$ cat src/rtl/exam_alu_arbiter.sv
// exam_alu_arbiter: round-robin sharing of one start/done compute unit between two requesters, with a timeout watchdog.
// Optional EXAM_ARB_STATS_EN adds saturating grant and timeout counters.
module exam_alu_arbiter #(
  parameter int W       = 16,
  parameter int TIMEOUT = 1024
) (
  input  logic         clk,
  input  logic         rst,
  input  logic         req0,
  input  logic [1:0]   op0,
  input  logic [W-1:0] x0,
  input  logic [W-1:0] y0,
  output logic         ack0,
  output logic [W-1:0] res0,
  output logic         err0,
  input  logic         req1,
  input  logic [1:0]   op1,
  input  logic [W-1:0] x1,
  input  logic [W-1:0] y1,
  output logic         ack1,
  output logic [W-1:0] res1,
  output logic         err1,
  output logic         alu_start,
  output logic [1:0]   alu_op,
  output logic [W-1:0] alu_x,
  output logic [W-1:0] alu_y,
  input  logic         alu_done,
  input  logic [W-1:0] alu_result,
  output logic         busy,
  output logic         last_grant
`ifdef EXAM_ARB_STATS_EN
  ,
  output logic [15:0]  grant_cnt0,
  output logic [15:0]  grant_cnt1,
  output logic [7:0]   timeout_cnt
`endif
);
  typedef enum logic [1:0] {IDLE, ISSUE, WAIT, RESP} state_t;
  localparam int WDW = $clog2(TIMEOUT);
  state_t         r_state, w_next;
  logic [WDW-1:0] r_wd;
  logic           r_ptr, r_owner, r_mask0, r_mask1;
  logic           w_el0, w_el1, w_any, w_gnt, w_own, w_ok, w_timeout;
  logic [1:0]     w_op;
  always_comb begin
    w_el0     = req0 && !r_mask0;
    w_el1     = req1 && !r_mask1;
    w_any     = w_el0 || w_el1;
    w_gnt     = (w_el0 && w_el1) ? r_ptr : w_el1;
    w_op      = w_gnt ? op1 : op0;
    w_own     = (r_state == IDLE) ? w_gnt : r_owner;
    w_ok      = (r_state == WAIT) && alu_done;
    w_timeout = r_wd == WDW'(TIMEOUT - 1);
  end
  always_ff @(posedge clk)
    if (rst) r_state <= IDLE;
    else     r_state <= w_next;
  always_comb begin
    w_next = r_state;
    case (r_state)
      IDLE:    if (w_any) w_next = (w_op == 2'd3) ? RESP : ISSUE;
      ISSUE:   w_next = WAIT;
      WAIT:    if (alu_done || w_timeout) w_next = RESP;
      default: w_next = IDLE;
    endcase
  end
  // outputs are registered from the next state so they line up with it
  always_ff @(posedge clk) begin
    if (rst) begin
      r_wd       <= '0;
      r_ptr      <= 1'b0;
      r_owner    <= 1'b0;
      r_mask0    <= 1'b0;
      r_mask1    <= 1'b0;
      ack0       <= 1'b0;
      ack1       <= 1'b0;
      res0       <= '0;
      res1       <= '0;
      err0       <= 1'b0;
      err1       <= 1'b0;
      alu_start  <= 1'b0;
      alu_op     <= '0;
      alu_x      <= '0;
      alu_y      <= '0;
      busy       <= 1'b0;
      last_grant <= 1'b0;
    end else begin
      alu_start <= w_next == ISSUE;
      busy      <= w_next != IDLE;
      ack0      <= (w_next == RESP) && !w_own;
      ack1      <= (w_next == RESP) && w_own;
      r_wd      <= (r_state == WAIT) ? r_wd + 1'b1 : '0;
      r_mask0   <= (r_state == RESP) && !r_owner;
      r_mask1   <= (r_state == RESP) && r_owner;
      if (r_state == RESP) r_ptr <= !r_owner;
      if (r_state == IDLE && w_any) begin
        r_owner    <= w_gnt;
        last_grant <= w_gnt;
        alu_op     <= w_op;
        alu_x      <= w_gnt ? x1 : x0;
        alu_y      <= w_gnt ? y1 : y0;
      end
      if (w_next == RESP && w_own) begin
        res1 <= w_ok ? alu_result : '0;
        err1 <= !w_ok;
      end
      if (w_next == RESP && !w_own) begin
        res0 <= w_ok ? alu_result : '0;
        err0 <= !w_ok;
      end
    end
  end
`ifdef EXAM_ARB_STATS_EN
  always_ff @(posedge clk) begin
    if (rst) begin
      grant_cnt0  <= '0;
      grant_cnt1  <= '0;
      timeout_cnt <= '0;
    end else begin
      if (r_state == RESP && !r_owner && !(&grant_cnt0)) grant_cnt0 <= grant_cnt0 + 1'b1;
      if (r_state == RESP && r_owner && !(&grant_cnt1)) grant_cnt1 <= grant_cnt1 + 1'b1;
      if (r_state == WAIT && !alu_done && w_timeout && !(&timeout_cnt)) timeout_cnt <= timeout_cnt + 1'b1;
    end
  end
`endif
endmodule

$ cat config.mk
export PLATFORM = sky130hd
export DESIGN_NAME = exam_alu_arbiter
export DESIGN_NICKNAME = d
export VERILOG_FILES = /design/src/rtl/exam_alu_arbiter.sv
export SDC_FILE = /design/constraint.sdc
export NUM_CORES = 1
export LEC_CHECK = 0
export BUFFER_PORTS_ARGS = -buffer_cell sky130_fd_sc_hd__buf_4
export CAP_MARGIN = 20
export CORE_MARGIN = 4
export CORE_UTILIZATION = 42
export CTS_CLUSTER_SIZE = 30
export DETAILED_ROUTE_END_ITERATION = 16
export PLACE_DENSITY = 0.77
export SYNTH_ARGS = -nofsm -noshare
export SYNTH_HDL_FRONTEND = slang
export SYNTH_SLANG_ARGS = --single-unit
export TNS_END_PERCENT = 20
$ cat constraint.sdc
create_clock -name clk -period 2.2 [get_ports clk]
set_clock_uncertainty 0.15 [all_clocks]
set_input_delay 0.11 -clock clk [delete_from_list [all_inputs] [get_ports clk]]
set_output_delay 0.11 -clock clk [all_outputs]
set_load 0.05 [all_outputs]
==> reports/summary.md <==
Fraction of final layout cells with drive strength greater than 1: 0.3579. The max-slew violation total from the final report was 0. Across the run, the number of max-cap violations was 0. For the worst setup path, the data required time is 2290 ps.

The standby leakage power was 0.002714 uW. The logs give 102 for the detailed router's first-iteration violation count and 377 for the number of standard cells after synthesis. For the pin with the worst max-slew slack, the measured transition is 465.8 ps. The area of the die is 10260 um^2, and the via count normalized by instance count is 5.080. In the layout the commonest cells are buf_4, dfxtp_1, dlygate4sd3_1.

The core region is 8341 um^2. The logs give 0 for the count of inserted antenna diode cells and 55 for the maximum number of pins on one net before global-route repair. The run gives 0.06612 as the met3 demand-to-capacity share in global routing.

The run gives 3864 as the via count of the first global-routing pass. Top fanout value on the critical path: 17. The tools report the first-pass GRT wire length as 19.07 mm. The run finished, with violations left. In this run the most used layer during global routing was met2. After detailed routing, the average wire length per cell comes to 16.57 um.

The tools report the half-perimeter wire length after placement as 7.276 mm. The proportion of register bits with asynchronous set or reset after synthesis is 0. The number of I/O pins is 162, and the overall global routing resource usage is 0.2350.

The clock period minus worst slack is 2226 ps, and the arrival time of the worst setup path is 2310 ps. The final reports fail on setup timing. The count of cells in the finished layout, fillers not included, comes to 742. The floorplan has 33 rows. Fraction of the cycle the final worst path needs: 1.012.

From left edge to right edge, the die measures 101.3 um. For this run, the detailed router's first-pass iteration total came to 4. The net count of the finished layout is 726. The number of input and output port buffers inserted works out to 161.

The number of placed instances, taps included, is 635. TritonCTS built the clock tree. The dominant cell type by area after synthesis was dfxtp_1. The flip-flop and latch count after synthesis is 88, and the total CTS buffers is 9. After filler insertion, the fill cell instance count of the layout stands at 538. Setup repair after global routing could not meet its margin everywhere. Clock-pin slew was measured on the worst setup and hold paths at 100 ps. Sorting the synthesized cells by area gives the leading types as dfxtp_1, mux2i_1, a211oi_1.

The final hold violation count is 0, and the sequential element share of the synthesized area is 0.4819. The path class of the lowest-slack min-delay path is in2reg. The initial antenna violation count is 0. Yosys mapped a number of flops with a built-in enable equal to 0. For this design the ratio of total power to cell area is 1090 nW/um^2. The relative area change from synthesis to final layout was 70.67%; the area share of the largest cell type after synthesis was 0.4819. Leaving out fill and tap cells, the most frequent cell in the layout is buf_4. The final hold slack was 5.262 ps. The congestion estimate from routability-driven global placement came to 0.8205. The achievable clock frequency was 0.4492 GHz; the tightest slew margin relative to the limit was 0.6895.

Number of sinks driven by the clock tree: 88. STA classifies the critical path startpoint as a register. The run gives 3 as the deepest level of the CTS H-tree. Summing over every cut layer, the via total after detailed routing is 3769.

The run gives 0.2786 as the met1 track demand over resource in global routing. In this run the mean area of a mapped cell was 9.698 um^2. The number of endpoints failing setup at the final stage was 1; the global-route track usage on met2 was 0.4085.

Overall power consumption after layout is estimated at 6804 uW. In the routed design, unresolved DRC markers number 0. The tools report the initial standard-cell utilization of the core as 0.4383. The later pin in the worst-skew pair is clocked with a latency of 350 ps. The number of distinct library cells after synthesis was 36; the maximum VDD drop was 0.7830 mV. Among all flip-flop cells after synthesis, the most frequent one is dfxtp_1.

The number of nets handed over by synthesis was 471. The post-synthesis instance area was 3656 um^2; the post-detailed-route count of antenna-violating nets was 0. After global routing the overflow that remains totals 0. The sort of element at the end of the critical path is a register. The run gives 12.30 mm as the detailed-route wire length. Worst setup margin: -26.12 ps.

Maximum clock path buffer count: 2. The critical path is of the reg2reg type. The clock root buffer master is clkbuf_8. The tools report the count of yosys warnings during synthesis as 0. The floorplan step set the die height to 101.3 um.
[power by group]
group          switching (uW)  internal, uW  leakage (uW)  total [uW]
clock network             652           447      0.000100        1100
logic                    2190          1390       0.00189        3580
registers                 201          1920      0.000722        2120
total                    3050          3760       0.00271        6800
[final cells by class]
type / count / area [um^2] / area share
repair buffers: 269 / 2295 / 0.3678
multi-input cells: 261 / 1841 / 0.2950
flip-flops and latches: 88 / 1769 / 0.2835
well taps: 105 / 131.4 / 0.02105
clock buffers: 9 / 123.9 / 0.01985
clock inverters: 7 / 68.82 / 0.01103
inverters: 3 / 11.26 / 0.001805
[logic make-up (layout without fill, tap and decap cells)]
group | Yosys count | after routing | share of synthesized area
AND/OR/NAND/NOR | 128 | 128 | 0.1516
flip-flops | 88 | 88 | 0.4819
multiplexers | 68 | 68 | 0.1872
AO/OA/AOI/OAI | 55 | 55 | 0.1071
buffers and inverters | 28 | 288 | 0.04312
adder cells (fa/ha/maj) | 5 | 5 | 0.01711
XOR/XNOR | 5 | 5 | 0.01198
[synth_stat cells (3+ instances only)]
master and n:
nor2b_1 4, xor2_1 3, nand3_1 4, mux2i_1 65
nand2_1 54, and3_1 3, or3_1 5, buf_2 4
mux2_1 3, clkbuf_1 15, a211oi_1 33, o21ai_0 8
a21oi_1 5, ha_1 5, nor2_1 48, dfxtp_1 88
[per-stage QoR]
stage	TNS, ps	utilization	worst slack (ps)	area [um^2]
2_1_floorplan	0	-	17.84	3659
3_3_place_gp	0	0.6056	98.40	5051
3_5_place_dp	-0.8733	0.6056	-0.8733	5051
4_1_cts	-126.0	0.7405	-21.75	6176
5_1_grt	-465.7	0.7481	-87.54	6240
6_report	-26.12	0.7481	-26.12	6240
[critical path, stage by stage, from the launching register on]
cell and delay, ps:
dfxtp_1 320, nand2b_1 220, nor2_4 210, buf_12 220
mux2i_1 280, dlygate4sd3_1 620, a211oi_1 80
[layer usage]
metal / vias up / part of all wire
met5: - / 0
met4: 0 / 0.016
met1: 1762 / 0.41
li1: 1826 / -
met2: 160 / 0.49
met3: 21 / 0.080
[timing repair]
item                                   in CTS  in global routing
gates resized for setup                    12                 16
pin swaps                                   4                  9
setup buffers                               6                  3
endpoints found under the hold margin      69                  0
cloned                                      1                  1
hold buffers                               82                  0
setup endpoints to repair                  34                 62
[flip-flops by register name (all words and copies together), names as in the netlist, 2 cells and up]
name     flops
alu_op       2
alu_y       16
r_state      2
res1        16
res0        16
alu_x       16
r_wd        10
[worst paths after layout]
check	startpoint	to	slack (ps)	cells past startpoint
setup reg to reg	r_mask1$_SDFF_PP0_	alu_y[0]$_SDFFE_PP0P_	-30	6
setup / recovery	r_mask1$_SDFF_PP0_	alu_y[0]$_SDFFE_PP0P_	-30	6
hold / removal	x1[13]	alu_x[13]$_SDFFE_PP0P_	5	3
hold reg to reg	res1[1]$_SDFFE_PP0P_	res1[1]$_SDFFE_PP0P_	310	2
Power figures use the tool's default switching activity.
